==> config.mk <==
export PLATFORM = sky130hd
export DESIGN_NAME = ui_uart_rx_flat
export DESIGN_NICKNAME = d
export VERILOG_FILES = /design/src/rtl/ui_uart_rx_if.sv /design/src/rtl/ui_uart_rx.sv /design/src/flat_wrapper.sv
export SDC_FILE = /design/constraint.sdc
export NUM_CORES = 1
export LEC_CHECK = 0
export BUFFER_PORTS_ARGS = -buffer_cell sky130_fd_sc_hd__buf_2
export CAP_MARGIN = 20
export CORE_MARGIN = 5
export CORE_UTILIZATION = 40
export CTS_BUF_LIST = sky130_fd_sc_hd__clkbuf_4 sky130_fd_sc_hd__clkbuf_8
export DETAILED_ROUTE_END_ITERATION = 7
export GPL_TIMING_DRIVEN = 0
export PLACE_DENSITY_LB_ADDON = 0.15
export SYNTH_ARGS = -nofsm -noshare
export SYNTH_HDL_FRONTEND = slang
export SYNTH_SLANG_ARGS = --single-unit
==> constraint.sdc <==
create_clock -name clk -period 2 [get_ports clk]
set_clock_uncertainty 0.2 [all_clocks]
set_input_delay 0.1 -clock clk [delete_from_list [all_inputs] [get_ports clk]]
set_output_delay 0.1 -clock clk [all_outputs]
set_load 0.1 [all_outputs]
==> src/rtl/ui_uart_rx_if.sv <==
// rtl/ui_uart_rx_if.sv - serial line, baud tick and received-byte signals of the UART receiver
interface ui_uart_rx_if;
    logic       baud_x16_en;
    logic       rxd_pin;
    logic [7:0] rx_data;
    logic       rx_data_rdy;
    logic       frm_err;

    modport master (
        input  baud_x16_en,
        input  rxd_pin,
        output rx_data,
        output rx_data_rdy,
        output frm_err
    );

    modport slave (
        output baud_x16_en,
        output rxd_pin,
        input  rx_data,
        input  rx_data_rdy,
        input  frm_err
    );
endinterface

==> src/rtl/ui_uart_rx.sv <==
// rtl/ui_uart_rx.sv - 8N1 UART receiver, 16x oversampled, mid-bit sampling, framing-error detect
module ui_uart_rx #(
    parameter int SYNC_STAGES = 2
) (
    input  logic            clk,
    input  logic            rst,
    ui_uart_rx_if.master    bus
);

    typedef enum logic [2:0] {
        IDLE,
        START,
        DATA,
        STOP,
        WAIT_HIGH
    } state_t;

    state_t                 state;
    logic [SYNC_STAGES-1:0] sync_q;
    logic [SYNC_STAGES-1:0] warm_q;
    logic                   rxd_s;
    logic                   settled;
    logic                   armed;
    logic [3:0]             cnt;
    logic [2:0]             bit_idx;
    logic [7:0]             shreg;
    logic [7:0]             rx_data_q;
    logic                   rx_data_rdy_q;
    logic                   frm_err_q;

    assign rxd_s   = sync_q[SYNC_STAGES-1];
    assign settled = warm_q[SYNC_STAGES-1];

    // warm_q marks when the synchronizer holds real line samples rather than its reset ones.
    always_ff @(posedge clk) begin
        if (rst) begin
            sync_q <= '1;
            warm_q <= '0;
        end else begin
            sync_q <= {sync_q[SYNC_STAGES-2:0], bus.rxd_pin};
            warm_q <= {warm_q[SYNC_STAGES-2:0], 1'b1};
        end
    end

    // armed requires a high line after reset so a frame cut by reset is not re-entered mid-byte.
    always_ff @(posedge clk) begin
        if (rst) begin
            state         <= IDLE;
            cnt           <= 4'd0;
            bit_idx       <= 3'd0;
            shreg         <= 8'h00;
            rx_data_q     <= 8'h00;
            rx_data_rdy_q <= 1'b0;
            frm_err_q     <= 1'b0;
            armed         <= 1'b0;
        end else begin
            rx_data_rdy_q <= 1'b0;
            frm_err_q     <= 1'b0;
            if (bus.baud_x16_en) begin
                case (state)
                    IDLE: begin
                        if (!rxd_s && armed) begin
                            state <= START;
                            cnt   <= 4'd0;
                        end else if (rxd_s && settled) begin
                            armed <= 1'b1;
                        end
                    end
                    START: begin
                        if (cnt == 4'd7) begin
                            cnt <= 4'd0;
                            if (!rxd_s) begin
                                state   <= DATA;
                                bit_idx <= 3'd0;
                            end else begin
                                state <= IDLE;
                            end
                        end else begin
                            cnt <= cnt + 4'd1;
                        end
                    end
                    DATA: begin
                        cnt <= cnt + 4'd1;
                        if (cnt == 4'd15) begin
                            shreg   <= {rxd_s, shreg[7:1]};
                            bit_idx <= bit_idx + 3'd1;
                            if (bit_idx == 3'd7) begin
                                state <= STOP;
                                cnt   <= 4'd0;
                            end
                        end
                    end
                    STOP: begin
                        cnt <= cnt + 4'd1;
                        if (cnt == 4'd15) begin
                            if (rxd_s) begin
                                rx_data_q     <= shreg;
                                rx_data_rdy_q <= 1'b1;
                                state         <= IDLE;
                            end else begin
                                frm_err_q <= 1'b1;
                                state     <= WAIT_HIGH;
                            end
                        end
                    end
                    WAIT_HIGH: begin
                        if (rxd_s) begin
                            state <= IDLE;
                        end
                    end
                    default: state <= IDLE;
                endcase
            end
        end
    end

    assign bus.rx_data     = rx_data_q;
    assign bus.rx_data_rdy = rx_data_rdy_q;
    assign bus.frm_err     = frm_err_q;

endmodule

==> src/flat_wrapper.sv <==
// flat-port wrapper written by rule: the top's interface ports become plain ports
module ui_uart_rx_flat 
#(
    parameter int SYNC_STAGES = 2
)
  (clk, rst, bus_baud_x16_en, bus_rxd_pin, bus_rx_data, bus_rx_data_rdy, bus_frm_err);
  ui_uart_rx_if bus_i ();
  input  logic clk;
  input  logic rst;
  input wire logic [$bits(bus_i.baud_x16_en)-1:0] bus_baud_x16_en;
  input wire logic [$bits(bus_i.rxd_pin)-1:0] bus_rxd_pin;
  output wire logic [$bits(bus_i.rx_data)-1:0] bus_rx_data;
  output wire logic [$bits(bus_i.rx_data_rdy)-1:0] bus_rx_data_rdy;
  output wire logic [$bits(bus_i.frm_err)-1:0] bus_frm_err;
  assign bus_i.baud_x16_en = bus_baud_x16_en;
  assign bus_i.rxd_pin = bus_rxd_pin;
  assign bus_rx_data = bus_i.rx_data;
  assign bus_rx_data_rdy = bus_i.rx_data_rdy;
  assign bus_frm_err = bus_i.frm_err;
  ui_uart_rx #(.SYNC_STAGES(SYNC_STAGES)) u_core (.clk(clk), .rst(rst), .bus(bus_i));
endmodule
# Yosys cells after proc, flatten, opt, wreduce, memory -nomap -nowiden
# Cells that the tools add are included.
totals:
  reg_bits: 33
  input_bits: 4
  output_inout_bits: 10
  word_cells: 65
classes:
  add_sub_neg: 2
  n_eq_ne: 14
  n_mux: 21
  bitwise: 4
  n_reduce_logical: 13
op_table:
  columns: ["operator", "n"]
  rows:
  - ["3-bit 2-to-1 mux", 10]
  - ["4-bit 2-to-1 mux", 4]
  - ["4-bit case mux with 4 select lines", 1]
  - ["3-bit case mux with 5 select lines", 1]
  - ["2-bit by 1-bit != test with 1-bit output (second input constant)", 6]
  - ["4-bit AND reduction", 2]
  - ["7-bit AND reduction", 1]
  - ["3-bit by 2-bit == test with 1-bit output (second input constant)", 2]
  - ["3-bit == test (second input constant)", 2]
  - ["3-bit case mux with 2 select lines", 1]
  - ["3-bit AND reduction", 2]
  - ["5-bit AND reduction", 1]
  - ["4-bit by 1-bit adder with 4-bit output (second input constant)", 1]
  - ["4-bit by 3-bit == test with 1-bit output (second input constant)", 1]
  - ["4-bit == test (second input constant)", 1]
  - ["1-bit inverter", 4]
  - ["4-bit nonzero test", 1]
  - ["4-bit OR reduction", 1]
  - ["3-bit by 1-bit adder with 3-bit output (second input constant)", 1]
  - ["3-bit by 1-bit == test with 1-bit output (second input constant)", 1]
  - ["3-bit zero test", 1]
  - ["1-bit 2-to-1 mux", 3]
  - ["1-bit logical AND", 2]
  - ["2-bit 2-to-1 mux", 1]
  - ["other kinds (3)", 3]

# Depth between registers and ports, before layout
logic_depth:
  word_depth: 4
  ltp_mapped: 6
  depth_no_buf: 6

# Worst setup path after synthesis
# OpenSTA, ideal clock, no wires.
synth_path:
  kind: "register to register"
  from: "register u_core.cnt[0]"
  to: "register u_core.state[1]"
  setup_time_ns: 0.133
  t_arrival_ns: 1.355
  t_required_ns: 1.667
  path_slack_ns: 0.312
  stages_incl_launch_ff: 6
  n_path_buf: 0
  synth_period_minus_slack_ns: 1.688
  path_cell_list: "dfxtp_1 -> ha_1 -> and2_1 -> a221o_1 -> a41oi_1 -> a311oi_1"
synth_between:
  elab_chain_len: 3
  elab_cells_between_ends: 6
  classes_between: "eq/ne (5); reduce/logical (1)"
synth_rtl:
  columns: ["element", "line_no", "text"]
  rows:
  - ["start: declaration", "ui_uart_rx.sv:24", "logic [3:0] cnt;"]
  - ["start signal: assignment", "ui_uart_rx.sv:79", "cnt <= cnt + 4'd1;"]
  - ["start signal: assignment", "ui_uart_rx.sv:83", "cnt <= cnt + 4'd1;"]
  - ["start signal: assignment", "ui_uart_rx.sv:94", "cnt <= cnt + 4'd1;"]
  - ["4-bit == test / 4-bit by 3-bit == test with 1-bit output (equally long branches)", "ui_uart_rx.sv:84, ui_uart_rx.sv:95, ui_uart_rx.sv:70", null]
  - ["2-bit by 1-bit != test with 1-bit output (no line)", null, null]
  - ["7-bit AND reduction (no line) *", null, null]
  - ["end signal: assignment", "ui_uart_rx.sv:88", "state <= STOP;"]
  - ["end signal: assignment", "ui_uart_rx.sv:99", "state <= IDLE;"]
  - ["end signal: assignment", "ui_uart_rx.sv:102", "state <= WAIT_HIGH;"]
  - ["end: declaration", "ui_uart_rx.sv:18", "state_t state;"]
# Every way passes the cells marked *; elsewhere a longest branch is shown, timed or not.
# A chain may end at the register's enable or synchronous reset.

# Worst setup path after layout
# Ends and elaborated chain as after synthesis.

==> flow_metrics.py <==
metrics = {
    "critical_path": {
        "critPathMaxStageDelay_ns": 0.40,
        "worstSetupPathType": "flop to flop",
        "r2r_start": "u_core.cnt[0]",
        "worstPathMaxFanout": 6,
        "r2r_cells": 5,
        "worst_ep_required_time_ns": 1.95,
        "crit_path_end_kind": "flop",
        "worst_setup_path_start_kind": "flop",
        "path_cells": "ha_1 -> and2_1 -> a221o_1 -> a41oi_1 -> a311oi_1",
        "crit_buf_inv": 0,
        "r2r-end": "u_core.state[1]",
        "critical_path.top_delay_family": "compound AO/OA/AOI/OAI gates",
        "slowest_stage": "a221o_1",
        "r2r_setup_slack_ns": 0.16,
        "cp.arrival_ns": 1.79,
    },
    "clock_tree": {
        "cts_buffer_depth": 2,
        "clk_latency_ns": 0.28,
        "cts_made_buffers": 5,
        "post_cts_buffers": 0,
        "tritoncts": "done",
        "htree_levels": 2,
        "cts.reportedPaths.clkPinSlew_ns": 0.07,
        "numClockSinks": 33,
        "root_buffer": "clkbuf_8",
    },
    "pwr": {
        "report.power.total_mw": 1.35,
        "powerDensity_nw_per_um2": 765,
        "p_switching_mw": 0.267,
        "ir_drop_mv": 0.499,
        "p_int_mw": 1.08,
        "pwr-share-comb": 0.030,
        "seq_power_share": 0.492,
        "p_leak_nw": 0.751,
        "pwr-share-clk": 0.478,
        "swShare": 0.198,
    },
    "synth": {
        "yosysUniqueCellTypes": 38,
        "syn-instance-count": 158,
        "synthArstFlopShare": 0,
        "synth-edff-count": 0,
        "yosysSeqAreaShare": 0.449,
        "ys.flop_type": "dfxtp_1",
        "synth_common_cells": "dfxtp_1 (33), nor2_1 (20), mux2i_1 (16)",
        "ys_ff_latch": 33,
        "yosysMostFrequentCell": "dfxtp_1",
        "synth_warnings": 0,
        "syn_nets": 165,
        "synth_area_leaders": "dfxtp_1 (45%), mux2i_1 (11%), nor2_1 (5.1%)",
        "synth_top_cell_area_share": 0.449,
        "yosys.area.top_type": "dfxtp_1",
        "avgSynthCellArea_sq_um": 9.31,
        "syn_area_sq_um": 1470,
    },
    "timing": {
        "slew_violations": 0,
        "worst_slew_pin_slew_ns": 0.525,
        "setup_tns_ns": 0,
        "worst_slack_ns": 0.156,
        "rsz0062_at_grt": "no",
        "period_minus_slack_ns": 1.84,
        "relSlewSlack": 0.650,
        "hold_violations": 0,
        "timing.fmax_mhz": 542,
        "setup_violations": 0,
        "period_share": 0.922,
    },
    "detailed_routing": {
        "ant_nets": 0,
        "drt-initial-drc-count": 72,
        "drc_errors": 0,
        "viasPerCell": 5.19,
        "wl_per_cell_microns": 13.3,
        "dr.pass1.iters": 4,
        "vias": 1198,
        "drt_wl_total_mm": 3.07,
    },
    "die": {
        "core_region_area_sq_um": 3610,
        "dieHeight_microns": 70.7,
        "io_pins": 14,
        "rows": 22,
        "start_util": 0.408,
        "fp.dieW_microns": 70.7,
        "die_area_sq_um": 4990,
    },
    "run_status": {
        "status": "completed",
    },
    "global_route": {
        "grt_overflow": 0,
        "antenna_found_initial": 0,
        "first_global_vias": 1197,
        "grt_max_degree": 12,
        "grt.total_usage": 0.135,
        "grt_pass1_wl_mm": 5.49,
    },
    "hold_path": {
        "hold_path_class": "flop to flop",
        "whs_path_depth": 1,
        "worstHoldStart": "u_core.sync_q[0]",
        "hold_end": "u_core.sync_q[1]",
    },
    "final_layout": {
        "layout-drive-gt1-share": 0.202,
        "area_delta_synth_final_pct": 19.8,
        "final_core_util": 0.489,
        "final_nets": 189,
        "antenna_cells": 0,
    },
    "run": {
        "drv_cap": 0,
    },
    "place": {
        "place_ws_ns": 0.0874,
        "hpwlAfterDp_mm": 2.17,
        "portBuffers": 13,
        "gp_congestion": 0.821,
    },
}
## logic make-up (layout without fill, tap and decap cells)
| logic type | after synthesis | after routing | synth area share |
|---|---|---|---|
| AOI/OAI and AO/OA | 29 | 29 | 0.133 |
| buffers and inverters | 14 | 39 | 0.0451 |
| adders and majority gates | 3 | 3 | 0.0255 |
| and+or+nand+nor | 62 | 62 | 0.233 |
| xor gates and xnor gates | 1 | 1 | 0.00595 |
| muxes | 16 | 16 | 0.109 |
| DFF | 33 | 33 | 0.449 |
## flip-flops by register name (all words and copies together), names as in the netlist
signal and count:
u_core.armed 1, u_core.bit_idx 3, u_core.bus.frm_err 1, u_core.bus.rx_data 8
u_core.bus.rx_data_rdy 1, u_core.cnt 4, u_core.shreg 8, u_core.state 3
u_core.sync_q 2, u_core.warm_q 2
## routing by layer
metal	track usage	routed length [microns]	vias to the layer above
li1	-	-	607
met1	0.170	1470	566
met2	0.216	1460	18
met3	0.0384	76	7
met4	0.0605	63	0
met5	0	0	-
## through the flow
step / std cells / hold slack, ns / instance area, sq um
after CTS: 231 / 0.209 / 1760
after floorplan: 158 / -0.0284 / 1470
final: 231 / 0.208 / 1760
after detailed placement: 219 / 0.0932 / 1600
after global placement: 219 / 0.0848 / 1600
after global routing: 231 / 0.229 / 1760
## cell usage in the layout, fill, tap and decap left out, drive strengths merged, types with 2 or more instances in the layout
| master | n |
|---|---|
| a41oi | 2 |
| nor2 | 21 |
| clkbuf | 9 |
| and3 | 2 |
| nor3b | 2 |
| nand2b | 6 |
| o21ai | 6 |
| nor3 | 2 |
| ha | 3 |
| or2 | 4 |
| nand4 | 8 |
| nand3 | 2 |
| a21o | 4 |
| buf | 20 |
| dlygate4sd3 | 4 |
| nand2 | 8 |
| nor2b | 3 |
| mux2i | 16 |
| a21oi | 9 |
| dfxtp | 33 |
| inv | 4 |
## power groups by stage
stage               Combinational, mW  Sequential (mW)  Clock (mW)
finish                         0.0410            0.664       0.644
global route                   0.0445            0.664       0.700
CTS                            0.0401            0.663       0.669
detailed placement             0.0342            0.679           0
global placement               0.0335            0.679           0
floorplan                      0.0217            0.678           0
## worst max-delay path by stage
stage	from	end	slack [ns]	depth (start not counted)
finish	u_core.cnt[0]	u_core.state[1]	0.16	5
detailed placement	u_core.cnt[0]	u_core.bit_idx[2]	0.09	5
global route	u_core.state[0]	u_core.bit_idx[1]	0.02	5
global placement	u_core.cnt[0]	u_core.state[1]	0.18	5
CTS	u_core.cnt[0]	u_core.bit_idx[2]	0.08	5
floorplan	u_core.cnt[0]	u_core.state[1]	0.31	5
## layout make-up
type                    instances  area [sq um]
fillers                       349          1840
repair buffers                 17           105
well taps                      48          60.1
inverters                       4          15.0
multi-input cells             111           751
clock buffers                   6          82.6
plain buffers                  10          51.3
clock inverters                 2          37.5
flip-flops and latches         33           661
## what timing repair did
action / in CTS / in global routing
resized for setup: 0 / 1
endpoints found under the setup margin: 0 / 3
hold buffers: 4 / 0
endpoints found under the hold margin: 6 / 0
(Power assumes the default switching activity.)
